[src/rtl/ovi_issue_scheduler_if.sv]
// Handshake bundle between the core automata, the issue scheduler and the VPU.
// The master side is the core/VPU environment and the slave side is the scheduler.
interface ovi_issue_scheduler_if #(
   parameter int SBW = 3
);
   logic           coreIssueValid;
   logic [31:0]    coreIssueInst;
   logic [63:0]    coreIssueScalar;
   logic           coreIssueReady;
   logic           vpuIssueValid;
   logic [31:0]    vpuIssueInst;
   logic [63:0]    vpuIssueScalar;
   logic [SBW-1:0] vpuIssueSbId;
   logic           issueCredit;
   logic           vpuCompletedValid;
   logic [SBW-1:0] vpuCompletedSbId;
   logic           coreCompletedValid;
   logic [SBW-1:0] coreCompletedSbId;

   modport master (
      output coreIssueValid, coreIssueInst, coreIssueScalar,
      input  coreIssueReady,
      input  vpuIssueValid, vpuIssueInst, vpuIssueScalar, vpuIssueSbId,
      output issueCredit, vpuCompletedValid, vpuCompletedSbId,
      input  coreCompletedValid, coreCompletedSbId
   );

   modport slave (
      input  coreIssueValid, coreIssueInst, coreIssueScalar,
      output coreIssueReady,
      output vpuIssueValid, vpuIssueInst, vpuIssueScalar, vpuIssueSbId,
      input  issueCredit, vpuCompletedValid, vpuCompletedSbId,
      output coreCompletedValid, coreCompletedSbId
   );
endinterface

[src/rtl/ovi_issue_scheduler.sv]
// OVI issue scheduler: buffers core vector issues and releases them to the VPU only
// while issue credits and free scoreboard IDs exist, then routes completions back by sb_id.
module ovi_issue_scheduler #(
   parameter int QDEPTH  = 4,
   parameter int CREDITS = 4,
   parameter int NUM_SB  = 8
) (
   input  logic                 i_clk,
   input  logic                 i_rst,
   input  logic                 i_coreHalt,
   output logic                 o_idle,
   output logic [1:0]           o_err,
   ovi_issue_scheduler_if.slave bus
);
   localparam int SBW = $clog2(NUM_SB);
   localparam int QW  = $clog2(QDEPTH);
   localparam int CW  = $clog2(CREDITS + 1);
   localparam logic [QW:0]   PTR_ONE  = 1;
   localparam logic [CW-1:0] CRED_ONE = 1;
   localparam logic [CW-1:0] CRED_MAX = CW'(CREDITS);

   logic [31:0]       r_qInst   [QDEPTH];
   logic [63:0]       r_qScalar [QDEPTH];
   logic [QW:0]       r_wrPtr;
   logic [QW:0]       r_rdPtr;
   logic [CW-1:0]     r_credits;
   logic [NUM_SB-1:0] r_sbBusy;
   logic              r_vpuIssueValid;
   logic [31:0]       r_vpuIssueInst;
   logic [63:0]       r_vpuIssueScalar;
   logic [SBW-1:0]    r_vpuIssueSbId;
   logic              r_coreCompletedValid;
   logic [SBW-1:0]    r_coreCompletedSbId;
   logic              r_idle;
   logic [1:0]        r_err;

   logic              w_empty;
   logic              w_full;
   logic              w_ready;
   logic              w_accept;
   logic              w_issue;
   logic              w_complOk;
   logic              w_complBad;
   logic              w_creditOverflow;
   logic [SBW-1:0]    w_freeId;
   logic [QW:0]       w_wrPtrNext;
   logic [QW:0]       w_rdPtrNext;
   logic [CW-1:0]     w_creditsNext;
   logic [NUM_SB-1:0] w_sbBusyNext;

   // Pointers carry one extra wrap bit so full and empty are distinguishable.
   assign w_empty  = (r_wrPtr == r_rdPtr);
   assign w_full   = (r_wrPtr[QW] != r_rdPtr[QW]) && (r_wrPtr[QW-1:0] == r_rdPtr[QW-1:0]);
   assign w_ready  = !w_full && !i_coreHalt;
   assign w_accept = bus.coreIssueValid && w_ready;

   assign w_issue          = !w_empty && (r_credits != '0) && !(&r_sbBusy);
   assign w_complOk        = bus.vpuCompletedValid && r_sbBusy[bus.vpuCompletedSbId];
   assign w_complBad       = bus.vpuCompletedValid && !r_sbBusy[bus.vpuCompletedSbId];
   assign w_creditOverflow = bus.issueCredit && !w_issue && (r_credits == CRED_MAX);

   assign w_wrPtrNext = w_accept ? (r_wrPtr + PTR_ONE) : r_wrPtr;
   assign w_rdPtrNext = w_issue  ? (r_rdPtr + PTR_ONE) : r_rdPtr;

   // Priority search from the top so the lowest clear index wins.
   always_comb begin
      w_freeId = '0;
      for (int i = NUM_SB - 1; i >= 0; i--) begin
         if (!r_sbBusy[i]) begin
            w_freeId = SBW'(i);
         end
      end
   end

   // A same-cycle issue and returned credit cancel, leaving the count unchanged.
   always_comb begin
      w_creditsNext = r_credits;
      if (w_issue && !bus.issueCredit) begin
         w_creditsNext = r_credits - CRED_ONE;
      end else if (!w_issue && bus.issueCredit && !w_creditOverflow) begin
         w_creditsNext = r_credits + CRED_ONE;
      end
   end

   // A completing ID is busy and the allocated ID is free, so the two never collide.
   always_comb begin
      w_sbBusyNext = r_sbBusy;
      if (w_complOk) begin
         w_sbBusyNext[bus.vpuCompletedSbId] = 1'b0;
      end
      if (w_issue) begin
         w_sbBusyNext[w_freeId] = 1'b1;
      end
   end

   // Queue storage holds payload only; validity lives in the pointers.
   always_ff @(posedge i_clk) begin
      if (w_accept) begin
         r_qInst[r_wrPtr[QW-1:0]]   <= bus.coreIssueInst;
         r_qScalar[r_wrPtr[QW-1:0]] <= bus.coreIssueScalar;
      end
   end

   always_ff @(posedge i_clk) begin
      if (i_rst) begin
         r_wrPtr              <= '0;
         r_rdPtr              <= '0;
         r_credits            <= CRED_MAX;
         r_sbBusy             <= '0;
         r_vpuIssueValid      <= 1'b0;
         r_vpuIssueInst       <= '0;
         r_vpuIssueScalar     <= '0;
         r_vpuIssueSbId       <= '0;
         r_coreCompletedValid <= 1'b0;
         r_coreCompletedSbId  <= '0;
         r_idle               <= 1'b1;
         r_err                <= '0;
      end else begin
         r_wrPtr              <= w_wrPtrNext;
         r_rdPtr              <= w_rdPtrNext;
         r_credits            <= w_creditsNext;
         r_sbBusy             <= w_sbBusyNext;
         r_vpuIssueValid      <= w_issue;
         if (w_issue) begin
            r_vpuIssueInst   <= r_qInst[r_rdPtr[QW-1:0]];
            r_vpuIssueScalar <= r_qScalar[r_rdPtr[QW-1:0]];
            r_vpuIssueSbId   <= w_freeId;
         end
         r_coreCompletedValid <= w_complOk;
         if (w_complOk) begin
            r_coreCompletedSbId <= bus.vpuCompletedSbId;
         end
         // Idle reflects the state being entered, so it never lags the scheduler.
         r_idle <= (w_wrPtrNext == w_rdPtrNext) && (w_sbBusyNext == '0) &&
                   (w_creditsNext == CRED_MAX);
         r_err  <= r_err | {w_complBad, w_creditOverflow};
      end
   end

   assign bus.coreIssueReady     = w_ready;
   assign bus.vpuIssueValid      = r_vpuIssueValid;
   assign bus.vpuIssueInst       = r_vpuIssueInst;
   assign bus.vpuIssueScalar     = r_vpuIssueScalar;
   assign bus.vpuIssueSbId       = r_vpuIssueSbId;
   assign bus.coreCompletedValid = r_coreCompletedValid;
   assign bus.coreCompletedSbId  = r_coreCompletedSbId;
   assign o_idle                 = r_idle;
   assign o_err                  = r_err;
endmodule

[src/flat_wrapper.sv]
// flat-port wrapper written by rule: the top's interface ports become plain ports
module ovi_issue_scheduler_flat 
#(
   parameter int QDEPTH  = 4,
   parameter int CREDITS = 4,
   parameter int NUM_SB  = 8
)
  (i_clk, i_rst, i_coreHalt, o_idle, o_err, bus_coreIssueValid, bus_coreIssueInst, bus_coreIssueScalar, bus_coreIssueReady, bus_vpuIssueValid, bus_vpuIssueInst, bus_vpuIssueScalar, bus_vpuIssueSbId, bus_issueCredit, bus_vpuCompletedValid, bus_vpuCompletedSbId, bus_coreCompletedValid, bus_coreCompletedSbId);
  ovi_issue_scheduler_if #(.SBW((3))) bus_i ();
  input  logic i_clk;
  input  logic i_rst;
  input  logic i_coreHalt;
  output logic o_idle;
  output logic [1:0] o_err;
  input wire logic [$bits(bus_i.coreIssueValid)-1:0] bus_coreIssueValid;
  input wire logic [$bits(bus_i.coreIssueInst)-1:0] bus_coreIssueInst;
  input wire logic [$bits(bus_i.coreIssueScalar)-1:0] bus_coreIssueScalar;
  output wire logic [$bits(bus_i.coreIssueReady)-1:0] bus_coreIssueReady;
  output wire logic [$bits(bus_i.vpuIssueValid)-1:0] bus_vpuIssueValid;
  output wire logic [$bits(bus_i.vpuIssueInst)-1:0] bus_vpuIssueInst;
  output wire logic [$bits(bus_i.vpuIssueScalar)-1:0] bus_vpuIssueScalar;
  output wire logic [$bits(bus_i.vpuIssueSbId)-1:0] bus_vpuIssueSbId;
  input wire logic [$bits(bus_i.issueCredit)-1:0] bus_issueCredit;
  input wire logic [$bits(bus_i.vpuCompletedValid)-1:0] bus_vpuCompletedValid;
  input wire logic [$bits(bus_i.vpuCompletedSbId)-1:0] bus_vpuCompletedSbId;
  output wire logic [$bits(bus_i.coreCompletedValid)-1:0] bus_coreCompletedValid;
  output wire logic [$bits(bus_i.coreCompletedSbId)-1:0] bus_coreCompletedSbId;
  assign bus_i.coreIssueValid = bus_coreIssueValid;
  assign bus_i.coreIssueInst = bus_coreIssueInst;
  assign bus_i.coreIssueScalar = bus_coreIssueScalar;
  assign bus_coreIssueReady = bus_i.coreIssueReady;
  assign bus_vpuIssueValid = bus_i.vpuIssueValid;
  assign bus_vpuIssueInst = bus_i.vpuIssueInst;
  assign bus_vpuIssueScalar = bus_i.vpuIssueScalar;
  assign bus_vpuIssueSbId = bus_i.vpuIssueSbId;
  assign bus_i.issueCredit = bus_issueCredit;
  assign bus_i.vpuCompletedValid = bus_vpuCompletedValid;
  assign bus_i.vpuCompletedSbId = bus_vpuCompletedSbId;
  assign bus_coreCompletedValid = bus_i.coreCompletedValid;
  assign bus_coreCompletedSbId = bus_i.coreCompletedSbId;
  ovi_issue_scheduler #(.QDEPTH(QDEPTH), .CREDITS(CREDITS), .NUM_SB(NUM_SB)) u_core (.i_clk(i_clk), .i_rst(i_rst), .i_coreHalt(i_coreHalt), .o_idle(o_idle), .o_err(o_err), .bus(bus_i));
endmodule
[config.mk]
export PLATFORM = sky130hd
export DESIGN_NAME = ovi_issue_scheduler_flat
export DESIGN_NICKNAME = d
export VERILOG_FILES = /design/src/rtl/ovi_issue_scheduler_if.sv /design/src/rtl/ovi_issue_scheduler.sv /design/src/flat_wrapper.sv
export SDC_FILE = /design/constraint.sdc
export NUM_CORES = 1
export LEC_CHECK = 0
export ABC_AREA = 1
export ABC_CLOCK_PERIOD_IN_PS = 11920
export BUFFER_PORTS_ARGS = -buffer_cell sky130_fd_sc_hd__clkbuf_2
export CAP_MARGIN = 0
export CORE_ASPECT_RATIO = 1.75
export CORE_MARGIN = 1
export CORE_UTILIZATION = 60
export CTS_BUF_LIST = sky130_fd_sc_hd__clkbuf_8
export CTS_CLUSTER_SIZE = 25
export DETAILED_ROUTE_END_ITERATION = 12
export GPL_TIMING_DRIVEN = 0
export PLACE_DENSITY = 0.87
export SLEW_MARGIN = 10
export SYNTH_ARGS = -nofsm -noshare
export SYNTH_HDL_FRONTEND = slang
export SYNTH_SLANG_ARGS = --single-unit
[constraint.sdc]
create_clock -name i_clk -period 11.92 [get_ports i_clk]
set_input_delay 0.596 -clock i_clk [delete_from_list [all_inputs] [get_ports i_clk]]
set_output_delay 0.596 -clock i_clk [all_outputs]
set_load 0.01 [all_outputs]
# After elaboration in Yosys (flattened, before gate mapping)
# Memories as Yosys holds them, arrays and structs flattened. A register that Yosys moved wholly into a read port is not among the register bits.
# Cells that the tools add are included.
# classes
add_sub_neg	4
n_reduce_logical	26
eq_ne	6
bitwise_logic	4
mux	22
order_cmp	4
# ops
cell	count
3-bit two-way mux	12
8-bit two-way mux	2
1-bit logical AND	15
3-bit by 1-bit adder with 3-bit output, second input constant	3
8-bit bitwise AND	1
1-bit zero test	8
8-bit zero test	1
3-bit by 4-bit less-than comparator with 1-bit output, second input constant	2
8-bit inverter	1
8-bit OR	1
8-bit AND reduction	1
1-bit demux with 3-bit select	2
3-bit equality test	2
3-bit equality test, second input constant	2
3-bit by 1-bit greater-or-equal comparator with 1-bit output, second input constant	2
1-bit two-way mux	5
1-bit binary-select mux with 3-bit select	1
3-bit nonzero test	1
3-bit by 1-bit subtractor with 3-bit output, second input constant	1
2-bit equality test	1
2-bit OR	1
1-bit != test	1
# totals
output_inout_bits	108
mem_count	2
ff_bits	28
word_cells	78
ram_bits	384
input_bits	105
# mem_list
name	depth	width	rd	rd_clocked_by_memory_dff	write_ports	line_no	rtl
u_core.r_qScalar	4	64	1	1	1	ovi_issue_scheduler.sv:23	logic [63:0] r_qScalar [QDEPTH];
u_core.r_qInst	4	32	1	1	1	ovi_issue_scheduler.sv:22	logic [31:0] r_qInst [QDEPTH];

# Longest topological paths before layout
# depth
word_depth	17
mapped_depth	16

# Worst setup path after synthesis
# OpenSTA, ideal clock, no wires.
# synth_timing
path_type	register to register
startpoint	register u_core.r_rdPtr[0]
endpoint	memory u_core.r_qInst[0][0] (enable)
path_slack_ns	6.480
t_arrival_ns	4.888
path_buffers	1
required_ns	11.368
stages_incl_launch_ff	8
synth_period_minus_slack_ns	5.440
setup_time_ns	0.552
cell_sequence	dfxtp_1 > buf_4 > inv_2 > nand2_1 > nand2_1 > nand3_2 > nand3_2 > nor2_1
# synth_via
elab_chain_len	7
# synth_lines
item	line_no	rtl
start: declaration	ovi_issue_scheduler.sv:25	logic [QW:0] r_rdPtr;
start signal: assignment	ovi_issue_scheduler.sv:120	r_rdPtr <= w_rdPtrNext;
2-bit equality test	ovi_issue_scheduler.sv:53	assign w_full = (r_wrPtr[QW] != r_rdPtr[QW]) && (r_wrPtr[QW-1:0] == r_rdPtr[QW-1:0]);
1-bit logical AND	ovi_issue_scheduler.sv:53	
1-bit zero test	ovi_issue_scheduler.sv:54	assign w_ready = !w_full && !i_coreHalt;
1-bit logical AND	ovi_issue_scheduler.sv:54	
1-bit logical AND	ovi_issue_scheduler.sv:55	assign w_accept = bus.coreIssueValid && w_ready;
1-bit two-way mux	ovi_issue_scheduler.sv:98	if (w_accept) begin
1-bit two-way mux (not written as such)	ovi_issue_scheduler.sv:99	r_qInst[r_wrPtr[QW-1:0]] <= bus.coreIssueInst;
end: declaration	ovi_issue_scheduler.sv:22	
# Every way passes these cells.

# Final worst setup path
# layout_timing
startpoint	register u_core.r_rdPtr[1]
endpoint	memory u_core.r_qScalar[2][37] (enable)
# layout_via
elab_chain_len	7
# layout_lines
item	line_no	rtl
2-bit equality test	ovi_issue_scheduler.sv:53	
1-bit logical AND	ovi_issue_scheduler.sv:53	
1-bit zero test	ovi_issue_scheduler.sv:54	
1-bit logical AND	ovi_issue_scheduler.sv:54	
1-bit logical AND	ovi_issue_scheduler.sv:55	
1-bit two-way mux	ovi_issue_scheduler.sv:98	
1-bit two-way mux (not written as such)	ovi_issue_scheduler.sv:100	r_qScalar[r_wrPtr[QW-1:0]] <= bus.coreIssueScalar;
end: declaration	ovi_issue_scheduler.sv:23	
# Every way passes these cells.

==> impl_metrics.env <==
export IMPL_syn_num_nets=1758
export IMPL_cp_slowest_cell="nor2_4"
export IMPL_placed_cell_area_um2=21220
export IMPL_slew_headroom_pct=33.13
export IMPL_syn_instance_count=1645
export IMPL_fp_dieW_um=137.2
export IMPL_p_leak_nw=8.469
export IMPL_crit_required_ns=12.24
export IMPL_dieArea_um2=32730
export IMPL_syn_area_um2=19190
export IMPL_vias_per_cell=5.926
export IMPL_rsz0062_at_grt="false"
export IMPL_core_rowCount=86
export IMPL_ys_flop_type="edfxtp_1"
export IMPL_numClockSinks=508
export IMPL_start_util_pct=60.87
export IMPL_power_density_nw_per_um2=238.1
export IMPL_cts_setup_buffers=0
export IMPL_htreeDepth=3
export IMPL_fillers=2015
export IMPL_critPathArrivalTime_ns=3.40
export IMPL_path_cells="buf_4 > inv_2 > nand2_1 > nand2_2 > nand3_2 > nand3_2 > nor2_4 > buf_12 > buf_16 > buf_12"
export IMPL_max_clock_freq_mhz=325.1
export IMPL_overflow=0
export IMPL_crit_family="simple AND/OR/NAND/NOR gates"
export IMPL_grt_pass1_vias=14470
export IMPL_hold_violations=0
export IMPL_ys_seq_area_share_pct=73.02
export IMPL_gp_congestion=0.9122
export IMPL_tritoncts="done"
export IMPL_cts_hold_buffers=0
export IMPL_fin_crit_ns=3.076
export IMPL_final_setup_skew_ns=0.02061
export IMPL_path_buf_inv=5
export IMPL_port_buffers=212
export IMPL_dpl_hpwl_um=32840
export IMPL_clk_pin_slew_ns=0.07
export IMPL_grt_pass1_wl_um=75780
export IMPL_ys_ff_latch=508
export IMPL_grt_start_max_net_pins=26
export IMPL_critical_path_max_stage_delay_ns=0.73
export IMPL_ir_worst_vdd_uv=133.7
export IMPL_synth_edf_count=384
export IMPL_wl_um=50190
export IMPL_cts_root_buf="clkbuf_8"
export IMPL_drtIter0Drc=1430
export IMPL_die_y_um=238.6
export IMPL_cp_start_kind="flop"
export IMPL_synthArstFlopShare_pct=0
export IMPL_setup_tns_ns=0
export IMPL_max_cap_viol_count=0
export IMPL_first_pass_iters=7
export IMPL_syn_to_final_growth_pct=17.56
export IMPL_status="finished clean"
export IMPL_finalSetupViolCount=0
export IMPL_maxSlewViolCount=0
export IMPL_drc=0
export IMPL_hp_class="in -> reg"
export IMPL_yosysUniqueCellTypes=32
export IMPL_clk_latency_ns=0.63
export IMPL_design_area_um2=22560
export IMPL_worst_pin_slew_ns=1.003
export IMPL_grt_use_total_pct=31.34
export IMPL_worst_path_max_fanout=25
export IMPL_final_layout_size_suffix_gt1_share_pct=18.99
export IMPL_vias=14270
export IMPL_core_area_um2=31530
export IMPL_wl_per_cell_um=20.84
export IMPL_yosys_warnings=0
export IMPL_ctsResizeCount=0
export IMPL_avgSynthCellArea_um2=11.67
export IMPL_io_pins=213
export IMPL_crit_type="reg -> reg"
export IMPL_crit_path_end_kind="flop"
export IMPL_cts_made_buffers=69
export IMPL_final_antenna_net_count=0
export IMPL_clock_path_buffers=3
export IMPL_layout_worst_path_cycle_share_pct=25.81
export IMPL_antenna_found_initial=11
export IMPL_nets=2059
## sequential cells by signal, indices dropped and copies added, names as in the netlist, 8 cells and up
register and cells:
u_core.bus.vpuIssueScalar 64, u_core.r_qInst 128, u_core.bus.vpuIssueInst 32, u_core.r_qScalar 256
u_core.r_sbBusy 8
## worst reg2reg max path: stages, from the launching register on
cell and delay, ns:
dfxtp_1 0.35, buf_4 0.22, inv_2 0.15, nand2_1 0.13, nand2_2 0.09, nand3_2 0.10
nand3_2 0.26, nor2_4 0.73, buf_12 0.29, buf_16 0.20, buf_12 0.21
## worst paths after layout
path	start	cells after the start	to	slack, ns
worst max-delay path	u_core.r_rdPtr[1]$_SDFF_PP0_	10	u_core.r_qScalar[2][37]$_DFFE_PP_	8.84
worst min-delay path	bus_coreIssueScalar[47]	1	u_core.r_qScalar[2][47]$_DFFE_PP_	0.18
worst max register to register	u_core.r_rdPtr[1]$_SDFF_PP0_	10	u_core.r_qScalar[2][37]$_DFFE_PP_	8.84
worst min register to register	u_core.o_err[1]$_SDFF_PP0_	2	u_core.o_err[1]$_SDFF_PP0_	0.47
## per-layer routing
layer | share of wire, % | routed length (um) | vias to the layer above | track usage [%]
li1 | - | - | 6431 | -
met4 | 5.8 | 2887 | 4 | 20.21
met1 | 33 | 16490 | 6758 | 33.54
met3 | 8.9 | 4490 | 202 | 7.570
met2 | 52 | 26290 | 874 | 54.39
met5 | 0.052 | 26 | - | 0
## cells by family after synthesis
logic type / share of synthesized area [%]
DFF: 73.02
xor gates and xnor gates: 0.2282
and+or+nand+nor: 11.59
buffers and inverters: 3.247
adders and majority gates: 0.5216
AOI/OAI and AO/OA: 11.40
## power by group
group          switching, mW  leakage [nW]  total, mW  internal (mW)
Clock                  0.647         0.752       1.28          0.628
Sequential             0.163          4.51       2.33           2.16
Combinational           1.22          3.20       1.77          0.553
Total                   2.03          8.47       5.37           3.35
## final cells by class
cell class / count / area [um^2] / area share, %
Inverter: 48 / 180.2 / 0.7985
Clock inverter: 51 / 281.5 / 1.248
Multi-Input combinational cell: 988 / 4586 / 20.32
Antenna cell: 11 / 27.53 / 0.1220
Timing Repair Buffer: 230 / 1504 / 6.666
Buffer: 101 / 442.9 / 1.963
Clock buffer: 75 / 1032 / 4.575
Tap cell: 396 / 495.5 / 2.196
Sequential cell: 508 / 14010 / 62.11
## through the flow
stage	hold slack (ns)	worst slack, ns	power (mW)	util, %	std cells
2_1_floorplan	0.4869	6.480	3.348	-	1645
6_report	0.1839	8.844	5.372	71.57	2408
3_5_place_dp	0.4597	8.913	4.082	67.31	2271
4_1_cts	0.1526	8.882	5.335	71.48	2397
5_1_grt	0.1621	8.787	5.620	71.54	2405
3_3_place_gp	0.4549	3.058	3.989	65.81	2253
## placed cells by master (no fill, tap or decap), drive strengths merged, types with 5 or more instances in the layout
cell | synthesis | layout
nand2 | 109 | 109
clkbuf | 54 | 341
buf | 47 | 65
o21ai | 298 | 298
inv | 48 | 71
nor2 | 424 | 424
a21oi | 14 | 14
diode | 0 | 11
clkinvlp | 0 | 5
a31oi | 97 | 97
ha | 8 | 8
nand4 | 6 | 6
dfxtp | 124 | 124
nand3 | 19 | 19
edfxtp | 384 | 384
clkinv | 0 | 21
## cell usage after synthesis, types with 14 or more instances
| master | count | area share, % |
|---|---|---|
| dfxtp_1 | 124 | 13 |
| inv_1 | 42 | 0.82 |
| o21ai_0 | 296 | 7.7 |
| buf_1 | 15 | 0.29 |
| a31oi_1 | 97 | 3.2 |
| nand2_1 | 103 | 2.0 |
| edfxtp_1 | 384 | 60 |
| clkbuf_1 | 54 | 1.1 |
| a21oi_1 | 14 | 0.37 |
| nor2_1 | 421 | 8.2 |
| buf_2 | 27 | 0.70 |
| nand3_1 | 15 | 0.39 |
No activity file was read; power rests on OpenSTA's default activity.
